File: config.mk
export PLATFORM = sky130hd
export DESIGN_NAME = axi_mem_responder_flat
export DESIGN_NICKNAME = d
export VERILOG_FILES = /design/src/rtl/axi_mem_responder_if.sv /design/src/rtl/axi_mem_responder.sv /design/src/flat_wrapper.sv
export SDC_FILE = /design/constraint.sdc
export NUM_CORES = 1
export LEC_CHECK = 0
export CELL_PAD_IN_SITES_DETAIL_PLACEMENT = 1
export CELL_PAD_IN_SITES_GLOBAL_PLACEMENT = 2
export CORE_ASPECT_RATIO = 1.1
export CORE_MARGIN = 2
export CORE_UTILIZATION = 26
export CTS_BUF_LIST = sky130_fd_sc_hd__clkbuf_8
export CTS_CLUSTER_DIAMETER = 30
export DETAILED_ROUTE_END_ITERATION = 10
export PLACE_DENSITY_LB_ADDON = 0.1
export SYNTH_ARGS = -nofsm -noshare
export SYNTH_HDL_FRONTEND = slang
export SYNTH_SLANG_ARGS = --single-unit
File: constraint.sdc
create_clock -name clk -period 8.05 [get_ports clk]
set_input_delay 2.415 -clock clk [delete_from_list [all_inputs] [get_ports clk]]
set_output_delay 2.415 -clock clk [all_outputs]
set_load 0.02 [all_outputs]
File: src/rtl/axi_mem_responder_if.sv
// AXI4 channel bundle between the crossbar master port and the memory responder.
// Signal names keep the responder-side _i/_o suffixes so both ends read alike.
interface axi_mem_responder_if #(
  parameter int AXI_ADDR_WIDTH = 32,
  parameter int AXI_DATA_WIDTH = 32,
  parameter int AXI_ID_WIDTH   = 11,
  parameter int AXI_USER_WIDTH = 1
);
  logic [AXI_ID_WIDTH-1:0]     aw_id_i;
  logic [AXI_ADDR_WIDTH-1:0]   aw_addr_i;
  logic [7:0]                  aw_len_i;
  logic [2:0]                  aw_size_i;
  logic [1:0]                  aw_burst_i;
  logic [AXI_USER_WIDTH-1:0]   aw_user_i;
  logic                        aw_valid_i, aw_ready_o;

  logic [AXI_DATA_WIDTH-1:0]   w_data_i;
  logic [AXI_DATA_WIDTH/8-1:0] w_strb_i;
  logic                        w_last_i, w_valid_i, w_ready_o;

  logic [AXI_ID_WIDTH-1:0]     b_id_o;
  logic [1:0]                  b_resp_o;
  logic                        b_valid_o, b_ready_i;

  logic [AXI_ID_WIDTH-1:0]     ar_id_i;
  logic [AXI_ADDR_WIDTH-1:0]   ar_addr_i;
  logic [7:0]                  ar_len_i;
  logic [2:0]                  ar_size_i;
  logic [1:0]                  ar_burst_i;
  logic [AXI_USER_WIDTH-1:0]   ar_user_i;
  logic                        ar_valid_i, ar_ready_o;

  logic [AXI_ID_WIDTH-1:0]     r_id_o;
  logic [AXI_DATA_WIDTH-1:0]   r_data_o;
  logic [1:0]                  r_resp_o;
  logic                        r_last_o;
  logic [AXI_USER_WIDTH-1:0]   r_user_o;
  logic                        r_valid_o, r_ready_i;

  modport slave (
    input  aw_id_i, aw_addr_i, aw_len_i, aw_size_i, aw_burst_i, aw_user_i, aw_valid_i,
    output aw_ready_o,
    input  w_data_i, w_strb_i, w_last_i, w_valid_i,
    output w_ready_o,
    output b_id_o, b_resp_o, b_valid_o,
    input  b_ready_i,
    input  ar_id_i, ar_addr_i, ar_len_i, ar_size_i, ar_burst_i, ar_user_i, ar_valid_i,
    output ar_ready_o,
    output r_id_o, r_data_o, r_resp_o, r_last_o, r_user_o, r_valid_o,
    input  r_ready_i
  );

  modport master (
    output aw_id_i, aw_addr_i, aw_len_i, aw_size_i, aw_burst_i, aw_user_i, aw_valid_i,
    input  aw_ready_o,
    output w_data_i, w_strb_i, w_last_i, w_valid_i,
    input  w_ready_o,
    input  b_id_o, b_resp_o, b_valid_o,
    output b_ready_i,
    output ar_id_i, ar_addr_i, ar_len_i, ar_size_i, ar_burst_i, ar_user_i, ar_valid_i,
    input  ar_ready_o,
    input  r_id_o, r_data_o, r_resp_o, r_last_o, r_user_o, r_valid_o,
    output r_ready_i
  );
endinterface

File: src/rtl/axi_mem_responder.sv
// AXI4 slave endpoint serving one FIXED/INCR burst at a time into a single-port
// SRAM with one-cycle read latency; round-robin between AW and AR when both wait.
module axi_mem_responder #(
  parameter int AXI_ADDR_WIDTH = 32,
  parameter int AXI_DATA_WIDTH = 32,
  parameter int AXI_ID_WIDTH   = 11,
  parameter int AXI_USER_WIDTH = 1
) (
  input  logic                        clk,
  input  logic                        rst,
  axi_mem_responder_if.slave          axi,
  output logic                        mem_req_o,
  output logic                        mem_we_o,
  output logic [AXI_ADDR_WIDTH-1:0]   mem_addr_o,
  output logic [AXI_DATA_WIDTH-1:0]   mem_wdata_o,
  output logic [AXI_DATA_WIDTH/8-1:0] mem_be_o,
  input  logic [AXI_DATA_WIDTH-1:0]   mem_rdata_i
);
  localparam int                        OFF       = $clog2(AXI_DATA_WIDTH/8);
  localparam logic [2:0]                MAX_SIZE  = 3'(OFF);
  localparam logic [AXI_ADDR_WIDTH-1:0] LOW_MASK  = AXI_ADDR_WIDTH'((1 << OFF) - 1);

  typedef enum logic [2:0] {IDLE, WR, WR_RESP, RD_REQ, RD_DATA} state_t;

  state_t                      state;
  logic [AXI_ID_WIDTH-1:0]     id;
  logic [AXI_ADDR_WIDTH-1:0]   addr, nxt_addr, step;
  logic [7:0]                  len, cnt;
  logic [2:0]                  size;
  logic [1:0]                  burst;
  logic                        err, last_rd, rd_first;
  logic [AXI_DATA_WIDTH-1:0]   rdata_q, rd_word;
  logic                        aw_sel, ar_sel, aw_hs, ar_hs, beat_last, wr_go;
  logic                        unused_ok;

  function automatic logic bad_req(input logic [2:0] s, input logic [1:0] b);
    return (s > MAX_SIZE) || b[1];
  endfunction

  // last_rd resets high so a simultaneous AW/AR after reset goes to the write side
  assign aw_sel    = axi.aw_valid_i && (!axi.ar_valid_i || last_rd);
  assign ar_sel    = axi.ar_valid_i && !aw_sel;
  assign aw_hs     = (state == IDLE) && !rst && aw_sel;
  assign ar_hs     = (state == IDLE) && !rst && ar_sel;
  assign beat_last = (cnt == len);
  assign step      = {{(AXI_ADDR_WIDTH-1){1'b0}}, 1'b1} << size;
  assign nxt_addr  = (burst == 2'b01) ? addr + step : addr;
  assign rd_word   = err ? '0 : mem_rdata_i;
  assign wr_go     = (state == WR) && axi.w_valid_i && !err;

  assign axi.aw_ready_o = aw_hs;
  assign axi.ar_ready_o = ar_hs;
  assign axi.w_ready_o  = (state == WR);
  assign axi.b_valid_o  = (state == WR_RESP);
  assign axi.b_id_o     = id;
  assign axi.b_resp_o   = {err, 1'b0};
  assign axi.r_valid_o  = (state == RD_DATA);
  assign axi.r_id_o     = id;
  assign axi.r_resp_o   = {err, 1'b0};
  assign axi.r_last_o   = (state == RD_DATA) && beat_last;
  assign axi.r_user_o   = '0;
  // memory data is only live in the first RD_DATA cycle; afterwards replay the capture
  assign axi.r_data_o   = rd_first ? rd_word : rdata_q;

  assign mem_req_o   = wr_go || ((state == RD_REQ) && !err);
  assign mem_we_o    = wr_go;
  assign mem_addr_o  = addr & ~LOW_MASK;
  assign mem_wdata_o = axi.w_data_i;
  assign mem_be_o    = axi.w_strb_i;

  assign unused_ok = ^{axi.aw_user_i, axi.ar_user_i};

  always_ff @(posedge clk or posedge rst) begin
    if (rst) begin
      state    <= IDLE;
      id       <= '0;
      addr     <= '0;
      len      <= '0;
      size     <= '0;
      burst    <= '0;
      cnt      <= '0;
      err      <= 1'b0;
      last_rd  <= 1'b1;
      rd_first <= 1'b0;
      rdata_q  <= '0;
    end else begin
      case (state)
        IDLE: begin
          if (aw_hs) begin
            id <= axi.aw_id_i; addr <= axi.aw_addr_i; len <= axi.aw_len_i;
            size <= axi.aw_size_i; burst <= axi.aw_burst_i; cnt <= '0;
            err <= bad_req(axi.aw_size_i, axi.aw_burst_i);
            last_rd <= 1'b0;
            state <= WR;
          end else if (ar_hs) begin
            id <= axi.ar_id_i; addr <= axi.ar_addr_i; len <= axi.ar_len_i;
            size <= axi.ar_size_i; burst <= axi.ar_burst_i; cnt <= '0;
            err <= bad_req(axi.ar_size_i, axi.ar_burst_i);
            last_rd <= 1'b1;
            state <= RD_REQ;
          end
        end
        WR: begin
          if (axi.w_valid_i) begin
            // burst length is trusted from len; a misplaced w_last only flags the response
            if (axi.w_last_i != beat_last) err <= 1'b1;
            addr <= nxt_addr;
            cnt  <= cnt + 8'd1;
            if (beat_last) state <= WR_RESP;
          end
        end
        WR_RESP: if (axi.b_ready_i) state <= IDLE;
        RD_REQ: begin
          rd_first <= 1'b1;
          state    <= RD_DATA;
        end
        RD_DATA: begin
          rd_first <= 1'b0;
          if (rd_first) rdata_q <= rd_word;
          if (axi.r_ready_i) begin
            if (beat_last) state <= IDLE;
            else begin
              addr  <= nxt_addr;
              cnt   <= cnt + 8'd1;
              state <= RD_REQ;
            end
          end
        end
        default: state <= IDLE;
      endcase
    end
  end
endmodule

File: src/flat_wrapper.sv
// flat-port wrapper written by rule: the top's interface ports become plain ports
module axi_mem_responder_flat 
#(
  parameter int AXI_ADDR_WIDTH = 32,
  parameter int AXI_DATA_WIDTH = 32,
  parameter int AXI_ID_WIDTH   = 11,
  parameter int AXI_USER_WIDTH = 1
)
  (clk, rst, mem_req_o, mem_we_o, mem_addr_o, mem_wdata_o, mem_be_o, mem_rdata_i, axi_aw_id_i, axi_aw_addr_i, axi_aw_len_i, axi_aw_size_i, axi_aw_burst_i, axi_aw_user_i, axi_aw_valid_i, axi_aw_ready_o, axi_w_data_i, axi_w_strb_i, axi_w_last_i, axi_w_valid_i, axi_w_ready_o, axi_b_id_o, axi_b_resp_o, axi_b_valid_o, axi_b_ready_i, axi_ar_id_i, axi_ar_addr_i, axi_ar_len_i, axi_ar_size_i, axi_ar_burst_i, axi_ar_user_i, axi_ar_valid_i, axi_ar_ready_o, axi_r_id_o, axi_r_data_o, axi_r_resp_o, axi_r_last_o, axi_r_user_o, axi_r_valid_o, axi_r_ready_i);
  axi_mem_responder_if #(.AXI_ADDR_WIDTH(AXI_ADDR_WIDTH), .AXI_DATA_WIDTH(AXI_DATA_WIDTH), .AXI_ID_WIDTH(AXI_ID_WIDTH), .AXI_USER_WIDTH(AXI_USER_WIDTH)) axi_i ();
  input  logic clk;
  input  logic rst;
  output logic mem_req_o;
  output logic mem_we_o;
  output logic [AXI_ADDR_WIDTH-1:0] mem_addr_o;
  output logic [AXI_DATA_WIDTH-1:0] mem_wdata_o;
  output logic [AXI_DATA_WIDTH/8-1:0] mem_be_o;
  input  logic [AXI_DATA_WIDTH-1:0] mem_rdata_i;
  input wire logic [$bits(axi_i.aw_id_i)-1:0] axi_aw_id_i;
  input wire logic [$bits(axi_i.aw_addr_i)-1:0] axi_aw_addr_i;
  input wire logic [$bits(axi_i.aw_len_i)-1:0] axi_aw_len_i;
  input wire logic [$bits(axi_i.aw_size_i)-1:0] axi_aw_size_i;
  input wire logic [$bits(axi_i.aw_burst_i)-1:0] axi_aw_burst_i;
  input wire logic [$bits(axi_i.aw_user_i)-1:0] axi_aw_user_i;
  input wire logic [$bits(axi_i.aw_valid_i)-1:0] axi_aw_valid_i;
  output wire logic [$bits(axi_i.aw_ready_o)-1:0] axi_aw_ready_o;
  input wire logic [$bits(axi_i.w_data_i)-1:0] axi_w_data_i;
  input wire logic [$bits(axi_i.w_strb_i)-1:0] axi_w_strb_i;
  input wire logic [$bits(axi_i.w_last_i)-1:0] axi_w_last_i;
  input wire logic [$bits(axi_i.w_valid_i)-1:0] axi_w_valid_i;
  output wire logic [$bits(axi_i.w_ready_o)-1:0] axi_w_ready_o;
  output wire logic [$bits(axi_i.b_id_o)-1:0] axi_b_id_o;
  output wire logic [$bits(axi_i.b_resp_o)-1:0] axi_b_resp_o;
  output wire logic [$bits(axi_i.b_valid_o)-1:0] axi_b_valid_o;
  input wire logic [$bits(axi_i.b_ready_i)-1:0] axi_b_ready_i;
  input wire logic [$bits(axi_i.ar_id_i)-1:0] axi_ar_id_i;
  input wire logic [$bits(axi_i.ar_addr_i)-1:0] axi_ar_addr_i;
  input wire logic [$bits(axi_i.ar_len_i)-1:0] axi_ar_len_i;
  input wire logic [$bits(axi_i.ar_size_i)-1:0] axi_ar_size_i;
  input wire logic [$bits(axi_i.ar_burst_i)-1:0] axi_ar_burst_i;
  input wire logic [$bits(axi_i.ar_user_i)-1:0] axi_ar_user_i;
  input wire logic [$bits(axi_i.ar_valid_i)-1:0] axi_ar_valid_i;
  output wire logic [$bits(axi_i.ar_ready_o)-1:0] axi_ar_ready_o;
  output wire logic [$bits(axi_i.r_id_o)-1:0] axi_r_id_o;
  output wire logic [$bits(axi_i.r_data_o)-1:0] axi_r_data_o;
  output wire logic [$bits(axi_i.r_resp_o)-1:0] axi_r_resp_o;
  output wire logic [$bits(axi_i.r_last_o)-1:0] axi_r_last_o;
  output wire logic [$bits(axi_i.r_user_o)-1:0] axi_r_user_o;
  output wire logic [$bits(axi_i.r_valid_o)-1:0] axi_r_valid_o;
  input wire logic [$bits(axi_i.r_ready_i)-1:0] axi_r_ready_i;
  assign axi_i.aw_id_i = axi_aw_id_i;
  assign axi_i.aw_addr_i = axi_aw_addr_i;
  assign axi_i.aw_len_i = axi_aw_len_i;
  assign axi_i.aw_size_i = axi_aw_size_i;
  assign axi_i.aw_burst_i = axi_aw_burst_i;
  assign axi_i.aw_user_i = axi_aw_user_i;
  assign axi_i.aw_valid_i = axi_aw_valid_i;
  assign axi_aw_ready_o = axi_i.aw_ready_o;
  assign axi_i.w_data_i = axi_w_data_i;
  assign axi_i.w_strb_i = axi_w_strb_i;
  assign axi_i.w_last_i = axi_w_last_i;
  assign axi_i.w_valid_i = axi_w_valid_i;
  assign axi_w_ready_o = axi_i.w_ready_o;
  assign axi_b_id_o = axi_i.b_id_o;
  assign axi_b_resp_o = axi_i.b_resp_o;
  assign axi_b_valid_o = axi_i.b_valid_o;
  assign axi_i.b_ready_i = axi_b_ready_i;
  assign axi_i.ar_id_i = axi_ar_id_i;
  assign axi_i.ar_addr_i = axi_ar_addr_i;
  assign axi_i.ar_len_i = axi_ar_len_i;
  assign axi_i.ar_size_i = axi_ar_size_i;
  assign axi_i.ar_burst_i = axi_ar_burst_i;
  assign axi_i.ar_user_i = axi_ar_user_i;
  assign axi_i.ar_valid_i = axi_ar_valid_i;
  assign axi_ar_ready_o = axi_i.ar_ready_o;
  assign axi_r_id_o = axi_i.r_id_o;
  assign axi_r_data_o = axi_i.r_data_o;
  assign axi_r_resp_o = axi_i.r_resp_o;
  assign axi_r_last_o = axi_i.r_last_o;
  assign axi_r_user_o = axi_i.r_user_o;
  assign axi_r_valid_o = axi_i.r_valid_o;
  assign axi_i.r_ready_i = axi_r_ready_i;
  axi_mem_responder #(.AXI_ADDR_WIDTH(AXI_ADDR_WIDTH), .AXI_DATA_WIDTH(AXI_DATA_WIDTH), .AXI_ID_WIDTH(AXI_ID_WIDTH), .AXI_USER_WIDTH(AXI_USER_WIDTH)) u_core (.clk(clk), .rst(rst), .axi(axi_i), .mem_req_o(mem_req_o), .mem_we_o(mem_we_o), .mem_addr_o(mem_addr_o), .mem_wdata_o(mem_wdata_o), .mem_be_o(mem_be_o), .mem_rdata_i(mem_rdata_i));
endmodule
==> out/results.tsv <==
metric	value	unit
status	finished, final reports clean	
Critical Path AT	4.37	ns
Slew Limit Fails	0	
width of the die	162	microns
leading post-synthesis cells by cell area	dfrtp_1 35%, buf_4 9.3%, nand2_1 7.7%, mux2i_1 7.6%, a22o_1 4.4%	
WL per Instance	18.5	microns
clk sinks	102	
Final min period	6.79	ns
DR vias	6419	
CTS Hold Bufs	0	
clock transition at the registers of the reported paths	0.11	ns
later-pin clock latency in the skew report	0.39	ns
final-stage net count	1140	
Synth Register Bits	102	
setup bufs post-CTS	0	
EDFF count, synth	0	
crit share post-route	84.3	%
fillcell total	3168	
count leader, synth	nand2_1	
Logic pwr share	60.9	%
initial detailed-routing violation count	304	
RSZ-0062 raised after global routing	no	
fin cells	1302	
Commonest cells post-synth	147 x nand2_1, 101 x dfrtp_1, 89 x buf_4	
cts bufs inserted	9	
Max Clk Rate	0.147	GHz
area delta synth->final	32.6	%
Die Span Y	178	microns
post_cts resized	0	
antenna violations before repair	0	
max-cap viol count	0	
crit-path max FO	6	
Clk network pwr share	10.0	%
startpoint types	input pin	
endpoints failing hold	0	
largest net degree at the start of global routing	59	
register area share after synthesis	35.7	%
dpl cells	1286	
DR pass1 iterations	4	
row count	63	
multi-input logic area	3720	sq um
Routability Congestion	0.736	
count of final setup violators	0	
Boundary Pins	325	
Hold WC Path Type	register to register	
Yosys cell types	70	
Worst IR Drop VDD	0.000134	V
hold_ws	0.488	ns
vias per std cell	4.93	
I/O Buffers	245	
Most used DFF post-synth	dfrtp_1	
Tot Pwr	3.40	mW
Psw	1.58	mW
sequential cell area	2550	sq um
number of global-route vias before repair	6858	
Initial Utilization	26.5	%
Power per Cell Area	358	nW/um^2
P_leak	3.82	nW
leading area contributor after synthesis	dfrtp_1	
Crit Path Class	input pin to output port	
# diodes	0	
H-tree levels	3	
CTS Buffer Depth	2	
Final Routed Wirelength	24.1	mm
synthesized area	7160	sq um
Synth async-reset ratio	100	%
Tot GR Track Use	16.7	%
root buf cell	clkbuf_8	
die area	28900	sq um
grt total ovfl	0	
Seq pwr share	29.1	%
internal power	1.82	mW
Synthesis Warnings	0	
cells after synthesis	804	
Post-DP HPWL	17.4	mm
DRC	0	
first-pass GRT wire length	38.0	mm
post-synth top area share	35.3	%
switching portion of total power	46.4	%
max_slew headroom	31.0	%
layout cells sized above 1	6.46	%
setup TNS	0	ns
Final Skew	0.0228	ns
Critical Path RT	5.64	ns
TritonCTS clock tree	done	
CORE AREA	27000	sq um
Detail Route Antenna Nets	0	
critical path endpoint category	output port	
Avg Inst Size Synth	8.90	sq um
Slew @ Worst Pin	1.04	ns
layout make-up:
cell class / count / share of cell area [%]
Tap cell: 357 / 4.71
Clock buffer: 11 / 1.60
Clock inverter: 5 / 0.448
Sequential cell: 102 / 26.9
Inverter: 16 / 0.659
Multi-Input combinational cell: 558 / 39.2
Timing Repair Buffer: 253 / 26.5
power by group through the flow:
stage / logic [mW] / clock network, mW / registers (mW)
6_report: 2.07 / 0.340 / 0.988
5_1_grt: 2.28 / 0.377 / 1.03
4_1_cts: 2.10 / 0.362 / 0.991
3_5_place_dp: 2.09 / 0 / 1.00
3_3_place_gp: 2.08 / 0 / 0.996
2_1_floorplan: 1.47 / 0 / 0.926
state kept, by name, indices dropped and copies added (netlist names):
signal and flops:
u_core.addr 32, u_core.axi.b_id_o 11, u_core.burst 2, u_core.cnt 8
u_core.err 1, u_core.last_rd 1, u_core.len 8, u_core.rd_first 1
u_core.rdata_q 32, u_core.size 3, u_core.state 3
cell families after synthesis:
logic type / share of synthesized area, %
simple gates: 17.0
xor+xnor: 1.71
fa+ha+maj: 1.85
flops: 35.7
compound gates: 19.9
mux: 10.9
other cells: 0.0524
buf+inv: 12.9
path summary, 6_finish.rpt:
| kind | start | to | slack (ns) | depth (start not counted) |
|---|---|---|---|---|
| hold / removal | u_core.rdata_q[0] | u_core.rdata_q[0] | 0.49 | 2 |
| max in group asynchronous | rst | u_core.addr[27] | 4.18 | 3 |
| min in group asynchronous | rst | u_core.rdata_q[24] | 2.68 | 2 |
| setup / recovery | rst | axi_aw_ready_o | 1.26 | 4 |
| hold reg to reg | u_core.rdata_q[0] | u_core.rdata_q[0] | 0.49 | 2 |
| setup reg to reg | u_core.state[0] | u_core.addr[16] | 4.95 | 6 |
worst max-delay path, cell delays in order:
cell,delay [ns]
clkdlybuf4s50_1,0.57
nor4_4,0.35
and3_4,0.36
clkdlybuf4s50_1,0.67
stage by stage:
step / setup slack, ns / utilization [%] / instance area [sq um]
2_1_floorplan: 2.32 / - / 7170
3_5_place_dp: 1.22 / 34.4 / 9300
3_3_place_gp: 1.22 / 34.4 / 9300
5_1_grt: 1.15 / 35.1 / 9490
4_1_cts: 1.20 / 35.1 / 9490
6_report: 1.26 / 35.1 / 9490
layer usage:
layer / vias up / wire, microns / part of all wire [%] / global-route usage (%)
met3: 13 / 1310 / 5.4 / 3.58
met1: 3124 / 11200 / 46 / 21.6
met5: - / 0 / 0 / 0
met4: 0 / 221 / 0.92 / 3.83
met2: 199 / 11400 / 47 / 28.5
li1: 3083 / - / - / -
cells in the final DEF, fill, tap and decap left out, drive strengths merged, types with 8 or more instances in the layout:
cell / n
o32ai: 9
nor3: 22
mux2: 21
inv: 17
clkdlybuf4s50: 245
clkbuf: 11
a21oi: 17
nand2: 147
xnor2: 11
o22ai: 13
a211oi: 21
nand3: 13
nor2: 27
nand2b: 9
and3: 10
buf: 8
a21o: 9
dfrtp: 101
mux2i: 54
a22o: 36
ha: 9
o21ai: 32
(Power assumes the default switching activity.)
==> edit 1, RTL diff (config.mk and constraints unchanged) <==
`AXI_ID_WIDTH` is set to 11 in 3 places; all go to 12.
--- a/src/rtl/axi_mem_responder_if.sv
+++ b/src/rtl/axi_mem_responder_if.sv
@@ -4,5 +4,5 @@
   parameter int AXI_ADDR_WIDTH = 32,
   parameter int AXI_DATA_WIDTH = 32,
-  parameter int AXI_ID_WIDTH   = 11,
+  parameter int AXI_ID_WIDTH   = 12,
   parameter int AXI_USER_WIDTH = 1
 );
--- a/src/rtl/axi_mem_responder.sv
+++ b/src/rtl/axi_mem_responder.sv
@@ -4,5 +4,5 @@
   parameter int AXI_ADDR_WIDTH = 32,
   parameter int AXI_DATA_WIDTH = 32,
-  parameter int AXI_ID_WIDTH   = 11,
+  parameter int AXI_ID_WIDTH   = 12,
   parameter int AXI_USER_WIDTH = 1
 ) (
--- a/src/flat_wrapper.sv
+++ b/src/flat_wrapper.sv
@@ -4,5 +4,5 @@
   parameter int AXI_ADDR_WIDTH = 32,
   parameter int AXI_DATA_WIDTH = 32,
-  parameter int AXI_ID_WIDTH   = 11,
+  parameter int AXI_ID_WIDTH   = 12,
   parameter int AXI_USER_WIDTH = 1
 )
Interface: changed (resized axi_ar_id_i, axi_aw_id_i, axi_b_id_o and axi_r_id_o); port bits go from 325 to 329. No check against the original RTL was run, so the function may have changed too.
==> edit 1 against the unedited design <==
Synthesized cell count rose by 1.4%; sequential cell count rose by 1; routed wire length increased by 0.57%; total power down 2.3%; count of clock-buffer cells in the layout down 2; first-iteration DRC count fell by 22%; global-route usage grew 0.35 points; cell area decreased by 1.2%; worst setup slack worse by 0.070 ns; cell count rose by 0.84%; synthesized area shrank 1.4%; critical path type unchanged.
==> edit 1: results (changes against the unedited design) <==
| Metric | Value |
|---|---|
| First-pass GRT wire length | 38,040 microns (about the same) |
| IR drop worst, VDD | 0.1364 mV (+2.0%) |
| Post-Synth XOR/XNOR Area | 2.110% (+0.40 points) |
| Post-detailed-routing wire length | 24,230 microns (+0.57%) |
| Post-synthesis adder-cell area fraction | 1.880% (+0.027 points) |
| Met2 Track Usage GR | 29.17% (+0.69 points) |
| Syn Inst Count | 815 (+1.4%) |
| Seq area share | 27.50% (+0.59 points) |
| Compound-Gate Fraction of Synth Area | 21.07% (+1.2 points) |
| CP max FO | 3 (-3) |
| Multi-input gate area | 3523 sq um (-5.3%) |
| CTS Root Cell | clkbuf_8 |
| Clock skew | 0.01912 ns (-0.003657 ns) |
| Final Wtd Congestion | 0.7333 (-0.42%) |
| Clock power frac | 10.2% (+0.2 points) |
| Dpl hpwl | 17,490 microns (+0.76%) |
| Seq Cell Count | 103 (+0.98%) |
| Crit path DAT | 4.44 ns (+0.07 ns) |
| Mux cell area share after synthesis | 5.231% (-5.6 points) |
| Nets | 1,153 (+1.1%) |
| Comb_multi_in | 559 (+0.18%) |
| Relative slew margins | 45.48% (+15 points) |
| Metal2 WL | 12,030 microns (+5.4%) |
| Sw frac | 48.44% (+2.0 points) |
| FILL cells | 3,113 (-1.7%) |
| Sequential area share after synthesis | 36.55% (+0.87 points) |
| Clock Network Area Fraction | 1.988% (-0.056 points) |
| Slowest stage cell, crit path | clkdlybuf4s50_1 |
| Share of flip-flops with an asynchronous set or reset | 100.0% (unchanged) |
| Routed WL per cell | 18.46 microns (-0.27%) |
| Vias post-DR | 6,396 (-0.36%) |
| Layout cells sized above 1 | 9.623% (+3.2 points) |
| DR iter-0 viols | 236 (-22%) |
| Synth top area cells | dfrtp_1 36%, buf_4 9.3%, nand2_1 7.3% |
| Critical path's largest stage delay | 0.67 ns (about the same) |
| Gr usage total | 17.01% (+0.35 points) |
| Leak | 3.925 nW (+2.7%) |
| Placed cell count | 1,297 (+0.86%) |
| Grt met3 use | 3.351% (-0.23 points) |
| Die Width | 161.1 microns (-0.69%) |
| Synth cell count leaders | 137 x nand2_1, 102 x dfrtp_1, 87 x buf_4 |
| Non-Clock Buffer Area Fraction | 27.38% (+0.91 points) |
| DP Worst Slack | 1.161 ns (-0.05695 ns) |
| Non-CTS buffers | 259 (+2.4%) |
| Largest net degree at the start of global routing | 67 (+14%) |
| Inverters excl. clock | 19 (+3) |
| Status | completed |
edit 1: per-stage QoR:
| stage | area, sq um | total power, mW |
|---|---|---|
| 6_report | 9376 | 3.320 |
| 3_5_place_dp | 9190 | 3.032 |
| 3_3_place_gp | 9190 | 3.014 |
| 2_1_floorplan | 7071 | 2.434 |
| 4_1_cts | 9376 | 3.388 |
| 5_1_grt | 9376 | 3.624 |
edit 1: worst paths after layout:
check	start	endpoint	slack, ns	cells after the start
min in group asynchronous	rst	u_core.len[4]	2.51	2
hold reg to reg	u_core.last_rd	u_core.last_rd	0.52	2
max in group asynchronous	rst	u_core.cnt[1]	4.29	3
setup reg to reg	u_core.state[0]	u_core.addr[20]	4.91	8
setup / recovery	rst	axi_ar_ready_o	1.19	5
hold / removal	u_core.last_rd	u_core.last_rd	0.52	2
==> edit 2, RTL diff (same settings) <==
Without the edit above. The 5 states of `state_t` get a one-hot encoding in 5 bits.
--- a/src/rtl/axi_mem_responder.sv
+++ b/src/rtl/axi_mem_responder.sv
@@ -21,5 +21,5 @@
   localparam logic [AXI_ADDR_WIDTH-1:0] LOW_MASK  = AXI_ADDR_WIDTH'((1 << OFF) - 1);
 
-  typedef enum logic [2:0] {IDLE, WR, WR_RESP, RD_REQ, RD_DATA} state_t;
+  typedef enum logic [4:0] {IDLE = 5'b00001, WR = 5'b00010, WR_RESP = 5'b00100, RD_REQ = 5'b01000, RD_DATA = 5'b10000} state_t;
 
   state_t                      state;
Behaviour: no difference found for any inputs over 4 cycles, from zero or initial values and one cycle with rst high; so few cycles prove little.
==> edit 2 against the unedited design <==
Cell area is 0.28% higher; total power is 2.2% lower; non-clock buffer count is 5 higher; sequential cell count is 2 higher; core utilization hardly changed; synthesized area is 0.87% higher; worst setup slack better by 0.10 ns; routed wire length is 0.64% higher.
==> edit 2: results (changes against the unedited design) <==
| Metric | Value |
|---|---|
| Worst r2r src | u_core.state[3] |
| Post-synthesis adder-cell area fraction | 1.837% (-0.016 points) |
| FF-to-FF path depth | 8 (+2) |
| FILL cells | 3,219 (+1.6%) |
| Vias post-DR | 6,686 (+4.2%) |
| Sequential area share after synthesis | 36.08% (+0.40 points) |
| Synth cell count leaders | 155 x nand2_1, 102 x dfrtp_1, 87 x buf_4 |
| Mean Syn Cell Area | 8.075 sq um (-9.3%) |
| Area after DPL | 9330 sq um (+0.38%) |
| Metal2 WL | 11,170 microns (-2.1%) |
| Synth unique cells | 62 (-11%) |
| IR drop worst, VDD | 0.1547 mV (+16%) |
| Met1 Usage GRT | 21.63% (+0.073 points) |
| WL met3 | 1464 microns (+12%) |
| Seq Cell Count | 104 (+2.0%) |
| Nets | 1,226 (+7.5%) |
| Routed WL per cell | 17.47 microns (-5.6%) |
| Seq area share | 27.38% (+0.46 points) |
| Layout cells sized above 1 | 5.335% (-1.1 points) |
| CP max FO | 19 (+13) |
| Largest net degree at the start of global routing | 69 (+17%) |
| Synth top area cells | dfrtp_1 35%, buf_4 9.0%, nand2_1 8.1% |
| DRT Pass-1 Iters | 6 (+2) |
| Crit path DAT | 4.27 ns (-0.10 ns) |
| Fin Hold WS | 0.4961 ns (+0.008448 ns) |
| Hold Startpoint | u_core.last_rd |
| Status | completed |
| Flop-to-flop setup slack | 4.58 ns (-0.37 ns) |
| Dpl hpwl | 17,140 microns (-1.3%) |
| Clock Network Area Fraction | 1.946% (-0.098 points) |
| First-pass GRT wire length | 38,530 microns (+1.3%) |
| Reg-to-reg endpoint | u_core.addr[20] |
| Grt met3 use | 3.493% (-0.088 points) |
| Final Cell Area | 9515 sq um (+0.28%) |
| Actual slew at the worst max-slew pin | 0.8665 ns (-0.1689 ns) |
| Non-Clock Buffer Area Fraction | 26.80% (+0.32 points) |
| Compound-Gate Fraction of Synth Area | 22.15% (+2.2 points) |
| Gr usage total | 16.77% (+0.12 points) |
| Non-CTS buffers | 258 (+2.0%) |
| Clock skew | 0.02216 ns (-0.0006161 ns) |
| DP Worst Slack | 1.333 ns (+0.1152 ns) |
| DR iter-0 viols | 214 (-30%) |
| Met2 Track Usage GR | 28.51% (+0.038 points) |
-- edit 2: changes by cell type after synthesis, moves of 13 or more --
cell / delta
a21oi_1: +14
a31oi_1: +36
xor2_1: +14
nor2_1: +32
and3_1: +19
mux2_2: -19
o22a_1: +21
a22o_1: -36
o22ai_1: -13
o21ai_0: +44
inv_1: +28
mux2i_1: -48
-- edit 2: how the worst max path moves through the flow --
stage                    from              to  slack (ns)  cells past startpoint
6_report                  rst  axi_ar_ready_o        1.36                      6
5_1_grt                   rst  axi_ar_ready_o        1.21                      6
4_1_cts                   rst  axi_ar_ready_o        1.32                      6
3_5_place_dp              rst  axi_ar_ready_o        1.33                      6
3_3_place_gp              rst  axi_ar_ready_o        1.32                      6
2_1_floorplan  axi_aw_valid_i  axi_aw_ready_o        2.28                      5
-- edit 2: power breakdown --
group	leakage [nW]	total [mW]	switching, mW	internal (mW)
logic	2.54	2.01	1.14	0.863
registers	1.24	0.973	0.223	0.751
clock network	0.0998	0.343	0.222	0.120
total	3.89	3.32	1.59	1.73
